**config.mk**
```make
export PLATFORM = sky130hd
export DESIGN_NAME = axis_class_argmax
export DESIGN_NICKNAME = d
export VERILOG_FILES = /design/src/rtl/axis_nn_pkg.sv /design/src/rtl/argmax_update.sv /design/src/rtl/axis_class_argmax.sv
export SDC_FILE = /design/constraint.sdc
export NUM_CORES = 1
export LEC_CHECK = 0
export CAP_MARGIN = 0
export CORE_MARGIN = 2
export CORE_UTILIZATION = 35
export CTS_CLUSTER_SIZE = 16
export DETAILED_ROUTE_END_ITERATION = 7
export GPL_TIMING_DRIVEN = 0
export HOLD_SLACK_MARGIN = 0.12
export PLACE_DENSITY = 0.67
export SLEW_MARGIN = 20
export SYNTH_ARGS = -nofsm -noshare
export SYNTH_HDL_FRONTEND = slang
export SYNTH_HIERARCHICAL = 1
export SYNTH_SLANG_ARGS = --single-unit
```
**constraint.sdc**
```tcl
create_clock -name aclk -period 13.1 [get_ports aclk]
set_input_delay 2.62 -clock aclk [delete_from_list [all_inputs] [get_ports aclk]]
set_output_delay 2.62 -clock aclk [all_outputs]
set_load 0.02 [all_outputs]
```
**src/rtl/axis_nn_pkg.sv**
```systemverilog
// Shared types and result-word layout for the AXIS NN classification stages.
package axis_nn_pkg;

    localparam int SCORE_W       = 16;
    localparam int RES_SCORE_MSB = 63;
    localparam int RES_IDX_LSB   = 40;
    localparam int RES_ERR_BIT   = 32;
    localparam int RES_CNT_LSB   = 16;

    localparam logic [15:0] SAT16 = 16'hFFFF;

    typedef logic signed [SCORE_W-1:0] score_t;

    localparam score_t SCORE_MIN = 16'sh8000;

    typedef enum logic [1:0] {
        IDLE = 2'd0,
        ACC  = 2'd1,
        EMIT = 2'd2
    } state_t;

    // best >= second always holds, so the difference is never negative.
    function automatic logic [15:0] margin_sat(input score_t best, input score_t second);
        logic signed [17:0] diff;
        diff = signed'({{2{best[SCORE_W-1]}}, best}) - signed'({{2{second[SCORE_W-1]}}, second});
        return (diff > 18'sd65535) ? SAT16 : diff[15:0];
    endfunction

endpackage

```
**src/rtl/argmax_update.sv**
```systemverilog
// Combinational running-argmax step: folds one indexed score into {best, best_idx, second}.
module argmax_update
    import axis_nn_pkg::*;
(
    input  score_t      cur_best,
    input  score_t      cur_second,
    input  logic [7:0]  cur_idx,
    input  score_t      score,
    input  logic [7:0]  idx,
    output score_t      new_best,
    output score_t      new_second,
    output logic [7:0]  new_idx
);

    // Strict compares: on a tie the earlier (lower) index keeps the lead.
    always_comb begin
        new_best   = cur_best;
        new_second = cur_second;
        new_idx    = cur_idx;
        if (score > cur_best) begin
            new_second = cur_best;
            new_best   = score;
            new_idx    = idx;
        end else if (score > cur_second) begin
            new_second = score;
        end
    end

endmodule

```
**src/rtl/axis_class_argmax.sv**
```systemverilog
// Packet-level argmax over signed class scores on AXI-Stream; one 64-bit result beat per packet.
// Define ARGMAX_PKT_COUNT_EN to carry a running result count in result[31:16].
module axis_class_argmax
    import axis_nn_pkg::*;
#(
    parameter int NUM_CLASS = 4,
    parameter int SCORE_LSB = 48
) (
    input  logic        aclk,
    input  logic        aresetn,
    output logic        s_axis_tready,
    input  logic [63:0] s_axis_tdata,
    input  logic        s_axis_tvalid,
    input  logic        s_axis_tlast,
    input  logic        m_axis_tready,
    output logic [63:0] m_axis_tdata,
    output logic        m_axis_tvalid,
    output logic        m_axis_tlast
);

    localparam logic [7:0] NUM_C = 8'(NUM_CLASS);

    // state | meaning
    // IDLE  | waiting for first score beat of a packet
    // ACC   | folding further score beats into the running argmax
    // EMIT  | result held on m_axis until accepted
    state_t state, state_nxt;

    logic       rdy_en;
    logic [7:0] idx_cnt;
    logic [7:0] best_idx;
    score_t     best, second;
    logic       err;

    logic       beat, res_acc, in_range, fin_err;
    score_t     score, ub_best, ub_second, fin_best, fin_second, nb_best, nb_second;
    logic [7:0] ub_idx, upd_idx, nb_idx, fin_idx, fin_cnt;
    logic [15:0] pkt_cnt;
    logic [63:0] result;
    logic        unused_tdata;

    assign beat         = s_axis_tvalid && s_axis_tready;
    assign res_acc      = m_axis_tvalid && m_axis_tready;
    assign score        = s_axis_tdata[SCORE_LSB +: SCORE_W];
    assign unused_tdata = ^s_axis_tdata;

    always_ff @(posedge aclk or negedge aresetn) begin
        if (!aresetn) state <= IDLE;
        else          state <= state_nxt;
    end

    always_comb begin
        state_nxt = state;
        case (state)
            IDLE:    if (beat) state_nxt = s_axis_tlast ? EMIT : ACC;
            ACC:     if (beat && s_axis_tlast) state_nxt = EMIT;
            EMIT:    if (m_axis_tready) state_nxt = IDLE;
            default: state_nxt = IDLE;
        endcase
    end

    always_comb begin
        s_axis_tready = rdy_en && (state != EMIT);
        m_axis_tvalid = (state == EMIT);
        m_axis_tlast  = (state == EMIT);
    end

    // The first beat of a packet starts from an empty ranking rather than stale registers.
    always_comb begin
        if (state == IDLE) begin
            ub_best   = SCORE_MIN;
            ub_second = SCORE_MIN;
            ub_idx    = 8'd0;
            upd_idx   = 8'd0;
        end else begin
            ub_best   = best;
            ub_second = second;
            ub_idx    = best_idx;
            upd_idx   = idx_cnt;
        end
    end

    argmax_update u_update (
        .cur_best   (ub_best),
        .cur_second (ub_second),
        .cur_idx    (ub_idx),
        .score      (score),
        .idx        (upd_idx),
        .new_best   (nb_best),
        .new_second (nb_second),
        .new_idx    (nb_idx)
    );

    assign in_range   = (state == IDLE) || (idx_cnt < NUM_C);
    assign fin_best   = in_range ? nb_best   : best;
    assign fin_second = in_range ? nb_second : second;
    assign fin_idx    = in_range ? nb_idx    : best_idx;
    assign fin_cnt    = in_range ? upd_idx + 8'd1 : idx_cnt;
    assign fin_err    = ((state != IDLE) && err) || !in_range
                        || (s_axis_tlast && (fin_cnt < NUM_C));

    always_comb begin
        result                                  = '0;
        result[RES_SCORE_MSB -: SCORE_W]        = fin_best;
        result[RES_IDX_LSB +: 8]                = fin_idx;
        result[RES_ERR_BIT]                     = fin_err;
        result[RES_CNT_LSB +: 16]               = pkt_cnt;
        result[15:0]                            = margin_sat(fin_best, fin_second);
    end

    always_ff @(posedge aclk or negedge aresetn) begin
        if (!aresetn) begin
            rdy_en       <= 1'b0;
            idx_cnt      <= '0;
            best         <= SCORE_MIN;
            second       <= SCORE_MIN;
            best_idx     <= '0;
            err          <= 1'b0;
            m_axis_tdata <= '0;
        end else begin
            rdy_en <= 1'b1;
            if (beat) begin
                best     <= fin_best;
                second   <= fin_second;
                best_idx <= fin_idx;
                idx_cnt  <= fin_cnt;
                err      <= fin_err;
                if (s_axis_tlast) m_axis_tdata <= result;
            end
        end
    end

`ifdef ARGMAX_PKT_COUNT_EN
    always_ff @(posedge aclk or negedge aresetn) begin
        if (!aresetn)     pkt_cnt <= '0;
        else if (res_acc) pkt_cnt <= pkt_cnt + 16'd1;
    end
`else
    assign pkt_cnt = '0;
`endif

endmodule
```
==> metrics.md, run 1 <==
| Metric | Value |
|---|---|
| Root Driver | clkbuf_16 |
| Vias/cell | 4.949 |
| Initial DRT Pass Iterations | 5 |
| Top FF cell, synth | dfrtp_1 |
| Relative slew slack | 0.4932 |
| Status | completed |
| Num CTS Buffers | 9 |
| Final period util | 0.5616 |
| Max stage delay cell, worst path | o41ai_4 |
| Worst hold margin | 476.6 ps |
| Setup-failing EPs final | 0 |
| FF+latch area | 2330 um^2 |
| Fin crit period | 7357 ps |
| Area occupied by multi-input gates | 4094 um^2 |
| Vias in the first global route | 5281 |
| TritonCTS clock tree | yes |
| Die area | 20740 um^2 |
| Row count | 51 |
| 1st-iter DRT viols | 296 |
| Crit start category | input pin |
| Placed cells | 1068 |
| WHS Endpoint | m_axis_tdata[61] |
| Mapped Cells | 716 |
| WL per Instance | 15.98 um |
| Setup Fix Bufs, Post-CTS | 0 |
| Placed instance area | 7946 um^2 |
| Syn_area_per_cell | 9.585 um^2 |
| Post-synth EDFFs | 0 |
| Setup TNS | 0 ps |
| Nets | 930 |
| I/O pin cnt | 136 |
| Hold path cells | 2 |
| Diodes inserted | 0 |
| Final Max Tran Viols | 0 |
| Width of the die | 144.0 um |
| Share of layout cells above drive strength 1 | 0.1966 |
| Initial antenna violation count | 0 |
| Synth area leader | dfrtp_1 |
| Tot GR Track Use | 0.1745 |
| Crit path buffers/inverters | 3 |
| Routed via count | 5365 |
| Hold crit path type | flip-flop to flip-flop |
| Skew-Pair Late Insertion Delay | 350 ps |
| YS warnings | 6 |
| Crit path DAT | 7580 ps |
| Slew @ Worst Pin | 760.2 ps |
| Worst Reg-to-Reg Cells | 22 |
| Port bufs | 64 |
| First-pass GRT wire length | 28.10 mm |
| Finished Layout Cells | 1084 |
| Peak VDD IR | 0.0001041 V |
| Setup CP Type | input pin to flip-flop |
| Final hold viol count | 0 |
| Clock Skew | 5.662 ps |
| Top cells by count, synth | nand2_1 (95), dfrtp_1 (91), mux2_2 (76), nor2b_1 (57), inv_1 (47) |
| Area of the core region | 19330 um^2 |
| Worst r2r src | state[1] |
| Worst Path Required | 13330 ps |
| FILL cells | 1865 |
| Most frequent cell after synthesis | nand2_1 |
| Grt total ovfl | 0 |
| RSZ-0062 raised after global routing | false |
| Bufs on Longest Clock Path | 2 |
| Largest net degree at the start of global routing | 61 |
| # H-tree levels | 3 |
| Asr flop ratio synth | 1.000 |
| Top-area cell type share of the netlist area | 0.3318 |
| Top cell family by delay on the critical path | compound AO/OA/AOI/OAI gates |
| Final wirelength | 17.32 mm |
| CTS resizes | 0 |
| Worst Path Max Fanout | 10 |
| Worst R2R End | m_axis_tdata[15] |
| Area Growth Syn to Fin | 20.31% |
| Reg clk slew, reported paths | 60 ps |
| Crit path largest cell delay | 650 ps |
| Residual DRC | 0 |
| Register area share after synthesis | 0.3395 |
| Power Total | 1.838 mW |
| Die Y | 144.0 um |
| Starting Density | 0.3549 |
| DP HPWL | 13.70 mm |
| Hold Path Origin | m_axis_tdata[61] |
| Fin area | 8257 um^2 |
| Clock sinks | 93 |
| Max Freq | 135.9 MHz |
| Max Cap Violations | 0 |
| Leak Pwr | 3.560 nW |
| Post-Syn Area | 6863 um^2 |
| Routability cong. | 0.8520 |
| Hold_buf cts | 0 |
| Register bit total from synthesis | 93 |
| R2R setup slack | 6720 ps |
| Critical Path Start | s_axis_tdata[54] |
| DRT antenna net count | 0 |
| Crit. End Element | flip-flop |
| Pwr/cell area | 222.6 nW/um^2 |
| Area contributors post-synth | dfrtp_1 (33%), mux2_2 (12%), ha_1 (8.4%) |
| Post-synthesis cell type count | 65 |
| Crit path cell chain | clkdlybuf4s50_1 > ha_1 > and3_1 > o211ai_1 > a31oi_1 > o41ai_4 > buf_4 > mux2_2 > mux2i_1 > inv_1 > ha_1 > nand2b_1 > a21oi_1 > o31a_1 > o311a_4 > o311ai_2 > a21oi_1 > nand3b_1 |
-- how the worst max path moves through the flow --
stage	to	depth (start not counted)
finish	m_axis_tdata[15]	18
global route	m_axis_tdata[15]	18
CTS	m_axis_tdata[15]	18
detailed placement	m_axis_tdata[15]	18
global placement	m_axis_tdata[15]	18
floorplan	m_axis_tdata[13]	16
-- final cells by class --
cell class                 instances  share of cell area
timing repair buffer              65             0.08107
tap                              265             0.04016
clock buffer                      11             0.03061
buffer                            58             0.04182
sequential                        93              0.2822
clock inverter                     5            0.006971
multi-input combinational        540              0.4958
inverter                          47             0.02137
-- metal layers --
| metal | part of all wire | GRT usage |
|---|---|---|
| met1 | 0.50 | 0.2496 |
| met2 | 0.45 | 0.2812 |
| met4 | 0.014 | 0.04696 |
| met5 | 0 | 0 |
| met3 | 0.036 | 0.01887 |
-- kinds of logic (layout without fill, tap and decap cells) --
kind of cell               after synthesis  count (layout)  synth area share
adders and majority gates               49              49           0.08970
DFF                                     93              93            0.3395
and+or+nand+nor                        238             238            0.1801
other                                    2              24          0.001094
AOI/OAI and AO/OA                      111             111            0.1276
buffers and inverters                  105             186           0.07602
xor gates and xnor gates                 9               9           0.01149
muxes                                  109             109            0.1745
-- state kept, by name, summed over array words and instances (netlist names) --
name / flops
idx_cnt: 8
err: 1
second: 16
best: 16
best_idx: 8
state: 2
m_axis_tdata: 41
rdy_en: 1
-- worst min-delay path: stages (launching register included) --
cell and delay, ps:
dfrtp_1 340, nand2_1 50, nand2_1 50
-- cell usage in the layout, fill, tap and decap left out, drive strengths merged, types with 3 or more instances in the layout --
master         instances
o21a                   4
mux2i                 30
nor3                   8
xnor2                  5
nor2                  16
a21oi                 20
inv                   48
and2                   5
a211oi                 4
clkbuf                28
xor2                   4
o211ai                 8
o31a                   4
clkdlybuf4s50         63
mux2                  79
nand2b                10
dfrtp                 91
nor2b                 57
conb                  24
clkinv                 3
ha                    46
nand3                  6
nand3b                 4
nand4                 22
o31ai                  4
o21ai                 29
o221ai                16
nand2                 95
or2                    3
buf                   43
a21o                   7
and3                   3
-- power breakdown --
group | total (mW) | internal (mW) | switching [mW] | leakage (nW)
registers | 0.461 | 0.391 | 0.0705 | 1.18
logic | 1.11 | 0.497 | 0.608 | 2.22
clock network | 0.271 | 0.159 | 0.113 | 0.156
total | 1.84 | 1.05 | 0.791 | 3.56
-- stage by stage --
step | setup WS (ps) | utilization
6_report | 5743 | 0.4270
5_1_grt | 5355 | 0.4270
4_1_cts | 5688 | 0.4270
3_5_place_dp | 5378 | 0.4110
3_3_place_gp | 5371 | 0.4095
2_1_floorplan | 6537 | -
Note: power is estimated with default switching activity, not from simulation.
==> inputs of run 2 (changes only) <==
clock period = 7.35 ns   (was 13.1 ns; I/O delays follow)
==> results of run 2 <==
Same layout as run 1 (identical final DEF). Status: completed.
Among the figures that moved: setup slack after placement 5378 ps -> 778.1 ps; clock-pin slew on the worst setup and hold paths 60 ps -> 70 ps; setup slack after layout 5743 ps -> 970.8 ps; start point of the critical path s_axis_tdata[54] -> state[1]; register-to-register setup slack 6720 ps -> 970 ps; total power 1.838 mW -> 3.276 mW; worst IR drop on VDD 0.0001041 V -> 0.0001855 V
